### src/rtl/dot_product_accumulator.sv
// Sums VECTOR_LENGTH unsigned products per dot product and queues completed
// sums in a small FIFO. A sum that arrives at a full FIFO with no pop is dropped.
module dot_product_accumulator #(
    parameter  int PRODUCT_WIDTH = 16,
    parameter  int VECTOR_LENGTH = 8,
    parameter  int FIFO_DEPTH    = 4,
    localparam int SUM_WIDTH     = PRODUCT_WIDTH + $clog2(VECTOR_LENGTH),
    localparam int COUNT_WIDTH   = $clog2(VECTOR_LENGTH)
) (
    input  logic                     i_clk,
    input  logic                     i_reset,
    input  logic                     i_product_valid,
    input  logic [PRODUCT_WIDTH-1:0] i_product,
    input  logic                     i_flush,
    output logic                     o_sum_valid,
    input  logic                     i_sum_ready,
    output logic [SUM_WIDTH-1:0]     o_sum,
    output logic [COUNT_WIDTH-1:0]   o_element_count,
    output logic                     o_drop,
    output logic                     o_overflow
);
    localparam int ADDR_WIDTH = $clog2(FIFO_DEPTH);

    logic [SUM_WIDTH-1:0]   acc;
    logic [COUNT_WIDTH-1:0] count;
    logic [SUM_WIDTH-1:0]   product_ext;
    logic                   last;
    logic [SUM_WIDTH-1:0]   mem [FIFO_DEPTH];
    logic [ADDR_WIDTH:0]    wr_ptr, rd_ptr;
    logic                   empty, full, pop, push, dropping;
    logic                   drop, overflow;

    assign product_ext = {{(SUM_WIDTH-PRODUCT_WIDTH){1'b0}}, i_product};
    // A flush wins over completion: the product restarts a vector instead.
    assign last = i_product_valid && !i_flush && (count == COUNT_WIDTH'(VECTOR_LENGTH - 1));

    // Pointers carry one extra bit so full and empty are distinguishable.
    assign empty    = (wr_ptr == rd_ptr);
    assign full     = (wr_ptr[ADDR_WIDTH] != rd_ptr[ADDR_WIDTH]) &&
                      (wr_ptr[ADDR_WIDTH-1:0] == rd_ptr[ADDR_WIDTH-1:0]);
    assign pop      = !empty && i_sum_ready;
    assign push     = last && (!full || pop);
    assign dropping = last && full && !pop;

    always_ff @(posedge i_clk) begin
        if (i_reset) begin
            acc   <= '0;
            count <= '0;
        end else if (i_flush) begin
            acc   <= i_product_valid ? product_ext : '0;
            count <= i_product_valid ? COUNT_WIDTH'(1) : '0;
        end else if (i_product_valid) begin
            if (last) begin
                acc   <= '0;
                count <= '0;
            end else begin
                acc   <= acc + product_ext;
                count <= count + COUNT_WIDTH'(1);
            end
        end
    end

    always_ff @(posedge i_clk) begin
        if (i_reset) begin
            wr_ptr <= '0;
            rd_ptr <= '0;
        end else begin
            if (push) wr_ptr <= wr_ptr + (ADDR_WIDTH+1)'(1);
            if (pop)  rd_ptr <= rd_ptr + (ADDR_WIDTH+1)'(1);
        end
    end

    always_ff @(posedge i_clk) begin
        if (push) mem[wr_ptr[ADDR_WIDTH-1:0]] <= acc + product_ext;
    end

    always_ff @(posedge i_clk) begin
        if (i_reset) begin
            drop     <= 1'b0;
            overflow <= 1'b0;
        end else begin
            drop     <= dropping;
            overflow <= overflow | dropping;
        end
    end

    assign o_sum_valid     = !empty;
    assign o_sum           = empty ? '0 : mem[rd_ptr[ADDR_WIDTH-1:0]];
    assign o_element_count = count;
    assign o_drop          = drop;
    assign o_overflow      = overflow;
endmodule

### config.mk
export PLATFORM = sky130hd
export DESIGN_NAME = dot_product_accumulator
export DESIGN_NICKNAME = d
export VERILOG_FILES = /design/src/rtl/dot_product_accumulator.sv
export SDC_FILE = /design/constraint.sdc
export NUM_CORES = 1
export LEC_CHECK = 0
export BUFFER_PORTS_ARGS = -buffer_cell sky130_fd_sc_hd__buf_4
export CELL_PAD_IN_SITES_DETAIL_PLACEMENT = 0
export CELL_PAD_IN_SITES_GLOBAL_PLACEMENT = 1
export CORE_MARGIN = 5
export CORE_UTILIZATION = 53
export DETAILED_ROUTE_END_ITERATION = 7
export MAX_ROUTING_LAYER = met4
export PLACE_DENSITY = 0.83
export SYNTH_ARGS = -nofsm -noshare
export SYNTH_HDL_FRONTEND = slang
export SYNTH_SLANG_ARGS = --single-unit
### constraint.sdc
create_clock -name i_clk -period 3.88 [get_ports i_clk]
set_clock_uncertainty 0.05 [all_clocks]
set_input_delay 0.388 -clock i_clk [delete_from_list [all_inputs] [get_ports i_clk]]
set_output_delay 0.388 -clock i_clk [all_outputs]
set_load 0.01 [all_outputs]
==> impl_metrics.toml <==
[worst_setup_path]
r2r_slack_ps = 1320
r2r-end = "mem[0][18]"
ff2ff_path_depth = 9
worst-setup-path-type = "register to register"
path_max_fanout = 5
worstReg2RegStart = "acc[0]"
critPathCapture = "mem[0][18]"
worstPathArrival_ps = 2690
cp_data_required_time_ps = 4000
startpoint = "acc[0]"
endpoint_kind = "register"
start_kind = "register"

[clocking]
postCtsResizedCells = 0
clock_latency_ps = 370
cts_buffer_depth = 2
cts_setup_buffers = 0
path_clk_slew_ps = 100
clock-sinks = 108
cts_max_level = 3
cts_hold_buffers = 0
numCtsBuffers = 9
root_buffer = "clkbuf_8"
cts_tree = "done"

[place]
io_buffers = 45
dpl.hpwl_um = 7310
place.gp.congestion = 0.915
place_area_mm2 = 0.00571

[die]
dieArea_mm2 = 0.0120
die_w_um = 109
die_h_um = 109
initial_core_util_pct = 54.0
core_mm2 = 0.00968
pin_count = 46
fp-row-count = 36

[synthesis]
syn_inst = 406
ys_ff_latch = 108
synth_common_cells = "76 x edfxtp_1, 32 x dfxtp_1, 30 x nor2_1"
yosys.area_share.simple_pct = 10.6
synth_most_common_cell = "edfxtp_1"
synth_area_leaders = "edfxtp_1 44%, dfxtp_1 12%, mux4_2 8.2%"
async_flop_share_pct = 0
synth_top_cell_area_share_pct = 43.6
ys.flop_type = "edfxtp_1"
synth_warnings = 0
synth_fa_ha_area_share_pct = 5.89
synth_top_family_by_area = "compound AO/OA/AOI/OAI gates"
syn-cell-area_mm2 = 0.00523
avgSynthCellArea_um2 = 12.9
synth_compound_area_share_pct = 12.7
synth_xor_area_share_pct = 3.52
synth.area.mux_share_pct = 8.95
synth_fp_nets = 451
synth.distinct_cells = 53
synth_edf_count = 76
yosysSeqAreaShare_pct = 55.9
synth_top_area_cell = "edfxtp_1"

[min_path]
hold-path-cell-count = 3
min_path_type = "input pin to register"

[job]
maxCapViolations = 0

[cells_and_area]
stdcell_area_mm2 = 0.00589
fillers = 777
syn_to_final_growth_pct = 12.6
diodes = 0
drive_gt1_share_pct = 21.3
nNetsFinal = 495

[sta]
min_period_ps = 2560
finalHoldViolCount = 0
setup_viol = 0
slew_viol_final = 0
finalSetupTns_ps = 0
finalCritPeriodShare_pct = 66.1
maxSlewHeadroom_pct = 35.4
worst_pin_slew_ps = 965
rsz0062_at_grt = "false"
max_freq_mhz = 390

[drt]
via_per_inst = 5.78
drtAntennaViolNets = 0
drc = 0
drt_pass1_iterations = 5
drt-initial-drc-count = 156
routed_wl_um = 10600
wl_per_cell_um = 18.0
vias = 3400

[pwr]
peakVddDrop_uv = 175
p_per_area_mw_per_mm2 = 381
totalPowerFinal_uw = 2250
p_leak_uw = 0.00221

[global_route]
grt_use_total_pct = 19.8
antenna_found_initial = 0
overflow = 0
grt_pass1_vias = 3427
grt_max_degree = 29
grt_pass1_wl_um = 17300

[run_status]
status = "finished clean"
## worst min-delay path by stage
stage,startpoint,to,slack (ps)
2_1_floorplan,acc[1],acc[1],430
3_3_place_gp,o_overflow,o_overflow,390
3_5_place_dp,o_overflow,o_overflow,400
4_1_cts,i_product[0],acc[0],200
5_1_grt,i_product[0],acc[0],210
6_report,i_product[0],acc[0],210
## per-layer routing
| layer | up-vias | track usage [%] | share of wire, % |
|---|---|---|---|
| met5 | - | - | 0 |
| li1 | 1633 | - | - |
| met1 | 1658 | 27.8 | 48 |
| met4 | 0 | 6.50 | 1.7 |
| met2 | 95 | 29.6 | 46 |
| met3 | 14 | 3.29 | 4.6 |
## through the flow
stage | hold WS, ps | worst slack, ps | cells | util (%)
after floorplan | 432 | 1500 | 406 | -
after global placement | 387 | 1250 | 572 | 58.9
after detailed placement | 401 | 1190 | 572 | 58.9
after CTS | 201 | 1280 | 588 | 60.8
after global routing | 213 | 1100 | 588 | 60.8
final | 211 | 1320 | 588 | 60.8
## layout by cell type, fill, tap and decap left out, types with 3 or more instances in the layout
cell type / instances
and3_1: 3
inv_6: 3
ha_1: 23
buf_4: 51
o211ai_1: 5
mux4_2: 19
o21ai_0: 8
dfxtp_1: 32
o21ai_1: 5
clkbuf_8: 9
xor2_1: 11
a21oi_1: 17
nor2_1: 30
a21o_1: 3
a221oi_1: 5
nor3_1: 9
a22oi_1: 10
xnor2_1: 10
nand4_1: 5
nand2_1: 24
mux2i_1: 4
or3_1: 3
edfxtp_1: 76
inv_1: 13
a211oi_1: 7
o2bb2ai_1: 5
and2_1: 26
## where the power goes
part	internal (uW)	switching, uW	leakage [uW]
Clock	249	403	0.0000961
Sequential	1280	9.39	0.000965
Combinational	108	194	0.00115
Total	1640	607	0.00221
## critical path, cell delays in order, from the launching register on
cell and delay, ps:
dfxtp_1 350, ha_1 190, inv_1 60, fa_1 440
nor2b_4 140, o31a_1 210, o31a_1 190, a41oi_2 210
nor2_1 240, xor2_1 280
## registers in the layout (all words and copies together), names as in the netlist, named ones only
register,cells
acc,19
mem,76
o_drop,1
o_element_count,3
o_overflow,1
rd_ptr,3
wr_ptr,3
## area by class of cell
| class | instances | area (um^2) | area share, % |
|---|---|---|---|
| Clock buffer | 9 | 124 | 2.10 |
| Clock inverter | 7 | 61.3 | 1.04 |
| Inverter | 14 | 52.6 | 0.892 |
| Multi-Input combinational cell | 266 | 2180 | 37.0 |
| Sequential cell | 108 | 2920 | 49.6 |
| Tap cell | 133 | 166 | 2.82 |
| Timing Repair Buffer | 51 | 383 | 6.50 |
## logic make-up (layout without fill, tap and decap cells)
group	after synthesis	count (layout)
compound gates	88	88
xor+xnor	21	21
fa+ha+maj	24	24
buf+inv	32	81
flops	108	108
mux	23	23
simple gates	110	110
Power figures use the tool's default switching activity.
